===== config.mk =====
export PLATFORM = sky130hd
export DESIGN_NAME = ucie_ctl_rx_link_ctrl
export DESIGN_NICKNAME = d
export VERILOG_FILES = /design/src/rtl/ucie_ctl_rx_link_ctrl.sv
export SDC_FILE = /design/constraint.sdc
export NUM_CORES = 1
export LEC_CHECK = 0
export CAP_MARGIN = 20
export CORE_MARGIN = 3
export CORE_UTILIZATION = 25
export DETAILED_ROUTE_END_ITERATION = 7
export PLACE_DENSITY = 0.45
export SYNTH_ARGS = -nofsm -noshare
export SYNTH_HDL_FRONTEND = slang
export SYNTH_SLANG_ARGS = --single-unit
export TNS_END_PERCENT = 20

===== constraint.sdc =====
create_clock -name i_clk -period 3 [get_ports i_clk]
set_input_delay 0.45 -clock i_clk [delete_from_list [all_inputs] [get_ports i_clk]]
set_output_delay 0.45 -clock i_clk [all_outputs]
set_load 0.02 [all_outputs]

===== src/rtl/ucie_ctl_rx_link_ctrl.sv =====
// ---------------------------------------------------------------------------
// ucie_ctl_rx_link_ctrl
// Sequences the RX buffer through link states for the adapter state handler:
// accepts state requests, gates the buffer enable, drains in-flight RDI
// traffic before retrain/link-reset, pulses a buffer flush, and escalates
// buffer overflow or drain timeout to a sticky LINKERROR.
//
// Ports
//   i_clk               clock
//   i_rst               asynchronous active-low reset
//   i_req_valid         request strobe, sampled every cycle
//   i_req_state         0=NOP 1=ACTIVE 2=LINKRESET 3=RETRAIN
//   i_rdi_pl_valid      RDI data valid (drain-idle detection only)
//   i_overflow_detected overflow pulse from the RX buffer
//   o_buffer_enable     RX buffer enable
//   o_buffer_flush      one-cycle flush pulse
//   o_req_ack           one-cycle request-accepted pulse
//   o_req_nak           one-cycle request-rejected pulse
//   o_state_status      0=RESET 1=ACTIVE 2=DRAIN 3=RETRAIN 4=LINKERROR
//   o_overflow_detected sticky overflow/error flag (high while in LINKERROR)
// All outputs are registered and reflect the state entered on the last edge.
// ---------------------------------------------------------------------------
module ucie_ctl_rx_link_ctrl #(
    parameter int DRAIN_IDLE     = 4,
    parameter int DRAIN_TIMEOUT  = 64,
    parameter int RETRAIN_CYCLES = 16
) (
    input  logic       i_clk,
    input  logic       i_rst,
    input  logic       i_req_valid,
    input  logic [1:0] i_req_state,
    input  logic       i_rdi_pl_valid,
    input  logic       i_overflow_detected,
    output logic       o_buffer_enable,
    output logic       o_buffer_flush,
    output logic       o_req_ack,
    output logic       o_req_nak,
    output logic [2:0] o_state_status,
    output logic       o_overflow_detected
);

    localparam int IDLE_W = $clog2(DRAIN_IDLE + 1);
    localparam int TMO_W  = $clog2(DRAIN_TIMEOUT + 1);
    localparam int RET_W  = $clog2(RETRAIN_CYCLES + 1);

    localparam logic [IDLE_W-1:0] IDLE_MAX = IDLE_W'(DRAIN_IDLE);
    localparam logic [TMO_W-1:0]  TMO_MAX  = TMO_W'(DRAIN_TIMEOUT);
    localparam logic [RET_W-1:0]  RET_LAST = RET_W'(RETRAIN_CYCLES - 1);

    localparam logic [1:0] REQ_NOP       = 2'd0;
    localparam logic [1:0] REQ_ACTIVE    = 2'd1;
    localparam logic [1:0] REQ_LINKRESET = 2'd2;
    localparam logic [1:0] REQ_RETRAIN   = 2'd3;

    typedef enum logic [2:0] {
        ST_RESET     = 3'd0,
        ST_ACTIVE    = 3'd1,
        ST_DRAIN     = 3'd2,
        ST_RETRAIN   = 3'd3,
        ST_LINKERROR = 3'd4
    } state_t;

    state_t            state_r, state_nxt_s;
    logic              target_retrain_r, target_nxt_s;   // 1: drain ends in RETRAIN, 0: in RESET
    logic [IDLE_W-1:0] idle_cnt_r, idle_nxt_s;
    logic [TMO_W-1:0]  tmo_cnt_r, tmo_nxt_s;
    logic [RET_W-1:0]  ret_cnt_r, ret_nxt_s;
    logic              ack_s, nak_s, flush_s;
    logic              req_real_s;

    // A valid request other than NOP; these are the ones that earn an ack or nak.
    assign req_real_s = i_req_valid && (i_req_state != REQ_NOP);

    // Next-state, counter and pulse decode.
    always_comb begin
        state_nxt_s  = state_r;
        target_nxt_s = target_retrain_r;
        idle_nxt_s   = idle_cnt_r;
        tmo_nxt_s    = tmo_cnt_r;
        ret_nxt_s    = ret_cnt_r;
        ack_s        = 1'b0;
        nak_s        = 1'b0;
        flush_s      = 1'b0;
        case (state_r)
            ST_RESET: begin
                if (i_req_valid) begin
                    case (i_req_state)
                        REQ_ACTIVE: begin
                            state_nxt_s = ST_ACTIVE;
                            ack_s       = 1'b1;
                        end
                        REQ_LINKRESET: ack_s = 1'b1;
                        REQ_RETRAIN:   nak_s = 1'b1;
                        default:       state_nxt_s = state_r;
                    endcase
                end else begin
                    state_nxt_s = state_r;
                end
            end
            ST_ACTIVE: begin
                // Overflow pre-empts a same-cycle request and suppresses its ack.
                if (i_overflow_detected) begin
                    state_nxt_s = ST_LINKERROR;
                end else if (i_req_valid) begin
                    case (i_req_state)
                        REQ_ACTIVE: ack_s = 1'b1;
                        REQ_LINKRESET, REQ_RETRAIN: begin
                            state_nxt_s  = ST_DRAIN;
                            target_nxt_s = (i_req_state == REQ_RETRAIN);
                            idle_nxt_s   = {IDLE_W{1'b0}};
                            tmo_nxt_s    = {TMO_W{1'b0}};
                            ack_s        = 1'b1;
                        end
                        default: state_nxt_s = state_r;
                    endcase
                end else begin
                    state_nxt_s = state_r;
                end
            end
            ST_DRAIN: begin
                nak_s      = req_real_s;
                idle_nxt_s = i_rdi_pl_valid ? {IDLE_W{1'b0}}
                           : ((idle_cnt_r == IDLE_MAX) ? idle_cnt_r : idle_cnt_r + 1'b1);
                tmo_nxt_s  = (tmo_cnt_r == TMO_MAX) ? tmo_cnt_r : tmo_cnt_r + 1'b1;
                // Idle completion is tested before timeout so it wins a tie.
                if (i_overflow_detected) begin
                    state_nxt_s = ST_LINKERROR;
                end else if (idle_nxt_s == IDLE_MAX) begin
                    state_nxt_s = target_retrain_r ? ST_RETRAIN : ST_RESET;
                    ret_nxt_s   = {RET_W{1'b0}};
                    flush_s     = 1'b1;
                end else if (tmo_nxt_s == TMO_MAX) begin
                    state_nxt_s = ST_LINKERROR;
                end else begin
                    state_nxt_s = state_r;
                end
            end
            ST_RETRAIN: begin
                if (i_req_valid && (i_req_state == REQ_LINKRESET)) begin
                    state_nxt_s = ST_RESET;
                    flush_s     = 1'b1;
                    ack_s       = 1'b1;
                end else begin
                    nak_s = req_real_s;
                    if (ret_cnt_r == RET_LAST) begin
                        state_nxt_s = ST_ACTIVE;
                    end else begin
                        ret_nxt_s = ret_cnt_r + 1'b1;
                    end
                end
            end
            ST_LINKERROR: begin
                if (i_req_valid && (i_req_state == REQ_LINKRESET)) begin
                    state_nxt_s = ST_RESET;
                    flush_s     = 1'b1;
                    ack_s       = 1'b1;
                end else begin
                    nak_s = req_real_s;
                end
            end
            default: state_nxt_s = ST_RESET;
        endcase
    end

    // State, counters and registered outputs; outputs track the state being entered.
    always_ff @(posedge i_clk or negedge i_rst) begin
        if (!i_rst) begin
            state_r             <= ST_RESET;
            target_retrain_r    <= 1'b0;
            idle_cnt_r          <= {IDLE_W{1'b0}};
            tmo_cnt_r           <= {TMO_W{1'b0}};
            ret_cnt_r           <= {RET_W{1'b0}};
            o_buffer_enable     <= 1'b0;
            o_buffer_flush      <= 1'b0;
            o_req_ack           <= 1'b0;
            o_req_nak           <= 1'b0;
            o_state_status      <= 3'd0;
            o_overflow_detected <= 1'b0;
        end else begin
            state_r             <= state_nxt_s;
            target_retrain_r    <= target_nxt_s;
            idle_cnt_r          <= idle_nxt_s;
            tmo_cnt_r           <= tmo_nxt_s;
            ret_cnt_r           <= ret_nxt_s;
            o_buffer_enable     <= (state_nxt_s == ST_ACTIVE) || (state_nxt_s == ST_DRAIN);
            o_buffer_flush      <= flush_s;
            o_req_ack           <= ack_s;
            o_req_nak           <= nak_s;
            o_state_status      <= state_nxt_s;
            o_overflow_detected <= (state_nxt_s == ST_LINKERROR);
        end
    end

endmodule


# [Word level (Yosys, flattened, before mapping)]
# Index checks and enable logic that the tools add are counted.
[word_totals] reg_bits=24
[op_classes] n_addsub=3 reduce_logical=14 n_eq_ne=22 bitwise=1 mux=43
[op_table] operator="3-bit two-way mux" count=16
[op_table] operator="7-bit two-way mux" count=4
[op_table] operator="5-bit two-way mux" count=4
[op_table] operator="3-bit case mux with 5 select lines" count=1
[op_table] operator="7-bit == test, second input constant" count=2
[op_table] operator="7-bit case mux with 2 select lines" count=1
[op_table] operator="3-bit == test, second input constant" count=4
[op_table] operator="2-bit inequality test, second input constant" count=6
[op_table] operator="1-bit two-way mux" count=11
[op_table] operator="5-bit case mux with 2 select lines" count=1
[op_table] operator="3-bit by 2-bit == test with 1-bit output, second input constant" count=3
[op_table] operator="4-bit AND reduction" count=2
[op_table] operator="7-bit by 1-bit adder with 7-bit output, second input constant" count=1
[op_table] operator="3-bit by 1-bit == test with 1-bit output, second input constant" count=2
[op_table] operator="1-bit case mux with 3 select lines" count=2
[op_table] operator="3-bit case mux with 2 select lines" count=1
[op_table] operator="2-bit nonzero test" count=3
[op_table] operator="2-bit OR reduction" count=3
[op_table] operator="5-bit by 1-bit adder with 5-bit output, second input constant" count=1
[op_table] operator="5-bit by 4-bit == test with 1-bit output, second input constant" count=1
[op_table] operator="5-bit AND reduction" count=1
[op_table] operator="2-bit == test, second input constant" count=2
[op_table] operator="3-bit by 1-bit adder with 3-bit output, second input constant" count=1
[op_table] operator="3-bit logical NOT" count=1
[op_table] operator="8 further kinds" count=9

# [Depth between registers and ports, before layout]
# Gate-level depths: netlist (run 1).
[logic_depth] depth_word=9 ltp_mapped=8 depth_no_buf=7

# [Worst setup path after synthesis (run 1)]
# OpenSTA, ideal clock, no wires.
[synth_timing] path_type="register to register" start="register idle_cnt_r[0]" end="register ret_cnt_r[3]" slack_ns=0.880 path_stages_with_launch=8 n_path_buf=0 t_required_ns=2.923 t_arrival_ns=2.043 setup_time_ns=0.077 path_cell_list="dfrtp_1 inv_1 ha_1 or3b_1 a311o_1 o2bb2ai_2 or3_1 a21oi_1"
[synth_via] elab_chain_len=6
[synth_rtl] element="start: declaration" line="65" text="logic [IDLE_W-1:0] idle_cnt_r, idle_nxt_s;"
[synth_rtl] element="start signal: assignment" line="170" text="idle_cnt_r <= {IDLE_W{1'b0}};"
[synth_rtl] element="start signal: assignment" line="182" text="idle_cnt_r <= idle_nxt_s;"
[synth_rtl] element="3-bit by 1-bit adder with 3-bit output / 3-bit == test (equally long branches)" line="123" text=": ((idle_cnt_r == IDLE_MAX) ? idle_cnt_r : idle_cnt_r + 1'b1);"
[synth_rtl] element="3-bit two-way mux *" line="123"
[synth_rtl] element="3-bit two-way mux *" line="122" text="idle_nxt_s = i_rdi_pl_valid ? {IDLE_W{1'b0}}"
[synth_rtl] element="3-bit == test *" line="128" text="end else if (idle_nxt_s == IDLE_MAX) begin"
[synth_rtl] element="2-bit inequality test (no line) *"
[synth_rtl] element="5-bit AND reduction (no line) *"
[synth_rtl] element="end signal: assignment" line="172" text="ret_cnt_r <= {RET_W{1'b0}};"
[synth_rtl] element="end signal: assignment" line="184" text="ret_cnt_r <= ret_nxt_s;"
[synth_rtl] element="end: declaration" line="67" text="logic [RET_W-1:0] ret_cnt_r, ret_nxt_s;"
# Mark *: on every way between the ends. The rest lies on a longest branch, timed or not.
# A chain may end at the register's enable or synchronous reset.

# [Worst setup path in the final report (run 1)]
# Ends and elaborated chain as after synthesis.

==> results of run 1 <==
cells by family (layout without fill, tap and decap cells):
| group | Yosys count | after routing |
|---|---|---|
| adder cells (fa/ha/maj) | 10 | 10 |
| XOR/XNOR | 4 | 4 |
| multiplexers | 1 | 1 |
| AO/OA/AOI/OAI | 56 | 56 |
| buffers and inverters | 18 | 31 |
| flip-flops | 24 | 24 |
| AND/OR/NAND/NOR | 56 | 56 |
per-layer routing:
| layer | track usage, % | wire length (um) |
|---|---|---|
| met1 | 14.33 | 1697 |
| met5 | 0 | 0 |
| met3 | 2.816 | 166 |
| met4 | 3.453 | 37 |
| met2 | 16.94 | 1659 |
sequential cells by signal, indices dropped and copies added, names as in the netlist:
register             cells
o_req_nak                1
state_r                  3
o_buffer_enable          1
o_overflow_detected      1
ret_cnt_r                5
o_req_ack                1
target_retrain_r         1
tmo_cnt_r                7
idle_cnt_r               3
o_buffer_flush           1
worst min-delay path, cell delays in order (launching register included):
cell and delay [ns]:
dfrtp_1 0.36, nand2_1 0.05, o21ai_0 0.06
final cells by class:
type	instances	share of cell area, %
multi-input cells	127	47.94
flip-flops and latches	24	32.50
repair buffers	16	8.395
well taps	75	5.078
clock buffers	3	2.234
inverters	11	2.234
clock inverters	1	1.625
per-stage QoR:
stage               util (%)  area [um^2]
finish                 31.03         1848
global route           31.03         1848
CTS                    31.03         1848
detailed placement     29.83         1777
global placement       29.83         1777
floorplan                  -         1555
synthesized netlist by cell type, types with 4 or more instances:
library cell / number / area share (%)
nor2_1: 4 / 0.97
nor2b_1: 4 / 1.6
dfrtp_1: 24 / 39
nand2_1: 12 / 2.9
nand2b_1: 4 / 1.6
inv_1: 11 / 2.7
nand3_1: 6 / 1.9
nor3_1: 6 / 1.9
a22o_1: 5 / 2.8
a21oi_1: 10 / 3.2
o21ai_0: 17 / 5.5
ha_1: 10 / 8.0
clkbuf_1: 6 / 1.4
worst min-delay path by stage:
stage	cells after the start	slack, ns	endpoint
global route	2	0.57	target_retrain_r
CTS	2	0.50	ret_cnt_r[4]
floorplan	0	0.15	idle_cnt_r[0]
global placement	2	0.48	ret_cnt_r[4]
detailed placement	2	0.48	ret_cnt_r[4]
finish	2	0.49	ret_cnt_r[4]
power breakdown:
group          switching, mW  internal [mW]  total (mW)
clock                  0.115          0.179       0.294
combinational          0.255          0.222       0.477
sequential             0.145          0.415       0.560
total                  0.516          0.815        1.33
==> flow_metrics.py, run 1 <==
metrics = {
    "placed_design": {
        "dp_worst_setup_slack_ns": 0.5665,
        "place.gp.congestion": 0.7704,
        "portBuffers": 14,
        "placed_cells": 253,
        "hpwl_mm": 2.566,
    },
    "route": {
        "vias": 1300,
        "drc_errors": 0,
        "drtIter0Drc": 40,
        "wire_per_inst_um": 13.85,
        "drt_wl_total_mm": 3.559,
        "avgViaCountPerCell": 5.058,
        "dr.pass1.iters": 5,
        "ant_nets": 0,
    },
    "logic_synthesis": {
        "synth_fp_nets": 186,
        "ys_seq_area_share_pct": 38.62,
        "synth-async-reset-ratio_pct": 100.0,
        "synthCells": 169,
        "yosys_warnings": 0,
        "syn_area_per_cell_um2": 9.203,
        "ys_types": 47,
        "synth_top_family_by_area": "compound AO/OA/AOI/OAI gates",
        "synth-main-ff-cell": "dfrtp_1",
        "synth_area_mm2": 0.001555,
        "synth-simple-area-share_pct": 21.96,
        "synth_fa_ha_area_share_pct": 8.045,
        "ys_ff_latch": 24,
        "synth-xor-area-share_pct": 2.253,
        "synth_edf_count": 0,
        "synth_compound_area_share_pct": 24.05,
        "synthMuxAreaShare_pct": 0.6436,
    },
    "die": {
        "io_pins": 15,
        "rows": 28,
        "die_y_um": 84.88,
        "dieArea_mm2": 0.007204,
        "fp.dieW_um": 84.88,
        "start_util_pct": 26.11,
        "coreArea_mm2": 0.005956,
    },
    "sta": {
        "min_period_ns": 2.376,
        "final.period_utilization_pct": 79.20,
        "worst_slew_pin_slew_ns": 0.5357,
        "maxClockFrequency_ghz": 0.4209,
        "fin_worst_skew_ns": 0.006650,
        "fin_ws_ns": 0.6240,
        "hold_violations": 0,
        "drv_slew": 0,
        "hold_ws_ns": 0.4936,
        "relSlewSlack_pct": 64.29,
        "fin_setup_tns_ns": 0,
        "rsz0062_at_grt": "false",
        "setup_viol": 0,
    },
    "worst_setup_path": {
        "required_ns": 3.20,
        "cp.depth": 7,
        "reg2reg_to": "ret_cnt_r[3]",
        "cp-startpoint": "idle_cnt_r[0]",
        "r2r_cells": 7,
        "crit_arrival_ns": 2.57,
        "path_buf_inv": 1,
        "cp_cell_sequence": "inv_1, ha_1, or3b_1, a311o_1, o2bb2ai_2, or3_1, a21oi_1",
        "path_max_fanout": 7,
        "end_kind": "flop",
        "critPathCapture": "ret_cnt_r[3]",
        "slowest_delay_ns": 0.43,
        "worstSetupPathType": "reg -> reg",
        "regToRegSetupSlack_ns": 0.62,
        "cp_slowest_cell": "dfrtp_1",
        "startpoint_type": "flop",
        "cp_top_family": "compound AO/OA/AOI/OAI gates",
        "r2r_start": "idle_cnt_r[0]",
    },
    "cells_and_area": {
        "ff_latch_area_um2": 600.6,
        "syn_to_final_growth_pct": 18.83,
        "multi_input_area_um2": 885.9,
        "drive_above_1_share_pct": 7.143,
        "num_antenna_cells": 0,
        "stdcell_count": 257,
        "final_nets": 200,
        "layout_commonest_cell": "dfrtp_1",
        "fill_cells": 620,
        "final_cell_mix": "dfrtp_1, o21ai_0, clkdlybuf4s50_1",
    },
    "worst_hold_path": {
        "hp-start": "ret_cnt_r[4]",
        "hp-class": "reg -> reg",
    },
    "clock_tree": {
        "ctsHoldBuffers": 0,
        "insertion_delay_ns": 0.28,
        "htreeDepth": 1,
        "cts_tree": "yes",
        "cts.sinks": 24,
        "post_cts_resized": 0,
        "clock_path_buffers": 2,
        "cts.clk_slew.worst_paths_ns": 0.09,
        "numCtsBuffers": 3,
        "post_cts_buffers": 0,
        "clockRootBuffer": "clkbuf_8",
    },
    "power_and_ir_drop": {
        "power.leakage_nw": 0.7488,
        "p_total_mw": 1.331,
        "ir_drop_uv": 302.2,
        "cellPowerDensity_mw_per_mm2": 720.1,
    },
    "global_routing": {
        "grt_overflow": 0,
        "antenna_found_initial": 0,
        "grt_pass1_wl_mm": 6.265,
        "grt_max_degree": 25,
        "gr-usage-all-layers_pct": 10.72,
        "grt_pass1_vias": 1262,
    },
    "job": {
        "cap_violations": 0,
    },
    "status": {
        "status": "completed",
    },
}
(Power assumes the default switching activity.)
==> inputs of run 2 (changes only) <==
- PLACE_DENSITY: 0.45 -> 0.47
- clock period: 3 -> 2.05 ns (I/O delays scaled with it)
==> run 2 against run 1 <==
  * The flow now finishes with violations (negative setup slack)
  * Utilization is 4.9 points higher
  * Wire length is 7.3% higher
  * Flip-flop and latch count stayed put
  * Register-to-register slack worse by 0.71 ns
  * Worst setup slack worse by 0.71 ns
  * Clock skew is 0.0034 ns lower
  * Combinational power is 110% higher
  * Sequential share of layout area is 4.4 points lower
  * Critical path type unchanged
  * Critical endpoint unchanged
==> flow_metrics.py, run 2 (synthesis gave the netlist of run 1 again) <==
metrics = {
    "clock_tree": {
        "clock_path_buffers": 2,
        "cts.sinks": 24,
        "cts_tree": "yes",
        "clockRootBuffer": "clkbuf_8",
        "ctsHoldBuffers": 0,
        "cts.clk_slew.worst_paths_ns": 0.09,
        "insertion_delay_ns": 0.27,
        "numCtsBuffers": 3,
        "htreeDepth": 1,
    },
    "sta": {
        "maxClockFrequency_ghz": 0.4687,
        "min_period_ns": 2.134,
        "fin_ws_ns": -0.08352,
        "rsz0062_at_grt": "true",
        "relSlewSlack_pct": 60.91,
        "final.period_utilization_pct": 104.1,
        "worst_slew_pin_slew_ns": 0.5716,
        "fin_setup_tns_ns": -0.1822,
        "setup_viol": 3,
        "drv_slew": 0,
        "hold_violations": 0,
        "fin_worst_skew_ns": 0.003208,
    },
    "route": {
        "wire_per_inst_um": 13.26,
        "vias": 1391,
        "avgViaCountPerCell": 4.830,
        "ant_nets": 0,
        "drtIter0Drc": 47,
        "dr.pass1.iters": 4,
        "drc_errors": 0,
        "drt_wl_total_mm": 3.820,
    },
    "global_routing": {
        "grt_pass1_vias": 1370,
        "antenna_found_initial": 0,
        "grt_pass1_wl_mm": 6.686,
        "grt_max_degree": 25,
        "gr-usage-all-layers_pct": 11.25,
        "grt_overflow": 0,
    },
    "power_and_ir_drop": {
        "power.leakage_nw": 0.9042,
        "p_total_mw": 2.055,
        "p_int_mw": 1.263,
        "power.switching_mw": 0.7919,
        "swShare_pct": 38.53,
        "clock_power_share_pct": 16.2,
        "cellPowerDensity_mw_per_mm2": 960.1,
        "ir_drop_uv": 383.4,
        "seqPwrFrac_pct": 35.2,
        "p_comb_share_pct": 48.7,
    },
    "worst_setup_path": {
        "crit_arrival_ns": 2.34,
        "startpoint_type": "flop",
        "path_max_fanout": 5,
        "end_kind": "flop",
        "cp-startpoint": "idle_cnt_r[0]",
        "r2r_cells": 7,
        "regToRegSetupSlack_ns": -0.08,
        "worstSetupPathType": "reg -> reg",
        "r2r_start": "idle_cnt_r[0]",
        "critPathCapture": "ret_cnt_r[3]",
        "reg2reg_to": "ret_cnt_r[3]",
        "required_ns": 2.26,
    },
    "placed_design": {
        "placed_cells": 284,
        "place.gp.congestion": 0.7447,
        "hpwl_mm": 2.858,
        "portBuffers": 14,
    },
    "die": {
        "dieArea_mm2": 0.007204,
        "coreArea_mm2": 0.005956,
        "rows": 28,
        "io_pins": 15,
        "die_y_um": 84.88,
        "start_util_pct": 26.11,
        "fp.dieW_um": 84.88,
    },
    "job": {
        "cap_violations": 0,
    },
    "cells_and_area": {
        "largest_reg_flops": 7,
        "final_cell_mix": "buf_4, dfrtp_1, clkdlybuf4s50_1",
        "largest-register": "tmo_cnt_r",
        "layout_commonest_cell": "buf_4",
        "num_antenna_cells": 0,
        "drive_above_1_share_pct": 25.82,
        "reg_top3": "tmo_cnt_r: 7 flops, ret_cnt_r: 5 flops",
        "stdcell_count": 288,
        "syn_to_final_growth_pct": 37.65,
        "final_nets": 231,
        "fin_util_pct": 35.95,
    },
    "status": {
        "violations": "negative setup slack",
        "status": "finished with violations",
    },
    "worst_hold_path": {
        "hp-class": "in -> async",
    },
}
## run 2: changes by cell type in the layout (fill, tap and decap cells not counted), sizes merged
cell / previous run / this run
clkbuf: 3 / 4
buf: 2 / 33
bufinv: 1 / 0
## run 2: area by class of cell
type	count	area (um^2)
Fill cell	640	3815
Multi-Input combinational cell	127	949.7
Inverter	11	41.29
Tap cell	75	93.84
Timing Repair Buffer	47	400.4
Clock buffer	4	55.05
Sequential cell	24	600.6
## run 2: power by group through the flow
stage               Combinational (mW)  Sequential [mW]  Clock, mW
floorplan                        0.533            0.772          0
finish                            1.00            0.722      0.333
CTS                              0.998            0.724      0.356
global placement                 0.976            0.731          0
detailed placement               0.983            0.734          0
global route                      1.12            0.748      0.375
## run 2: worst min path at each step
stage | to | depth (start not counted)
global placement | ret_cnt_r[4] | 2
global route | state_r[2] | 2
finish | o_req_ack | 2
floorplan | idle_cnt_r[0] | 0
CTS | tmo_cnt_r[1] | 2
detailed placement | ret_cnt_r[4] | 2
## run 2: layer usage
metal / track usage (%) / share of wire (%) / wire [um]
met5: 0 / 0 / 0
met4: 1.727 / 0.50 / 19
met3: 2.816 / 2.9 / 112
met2: 18.01 / 48 / 1845
met1: 15.72 / 48 / 1842
## run 2: through the flow
step                      area [um^2]  setup WS [ns]  hold slack [ns]
after global placement           2037       -0.04735           0.4742
after global routing             2141        -0.1823           0.4250
after detailed placement         2037       -0.06405           0.4846
after CTS                        2103       -0.05174           0.4080
final                            2141       -0.08352           0.4011
after floorplan                  1570       -0.01194          0.01191
## run 2: worst max-delay path, stage by stage, from the launching register on
cell	delay, ns
dfrtp_1	0.41
inv_2	0.07
ha_4	0.15
or3b_1	0.36
a311o_2	0.46
o2bb2ai_4	0.15
or3_1	0.34
a21oi_2	0.12
## run 2: what timing repair did
action | in CTS | in global routing
setup buffers | 0 | 0
gates resized for setup | 2 | 12
setup endpoints to repair | 6 | 8
pin swaps | 4 | 3
==> inputs of run 3 (changes only) <==
- SLEW_MARGIN: unset -> 40
==> results of run 3 <==
Final layout, timing and power as in run 2 (identical DEF).
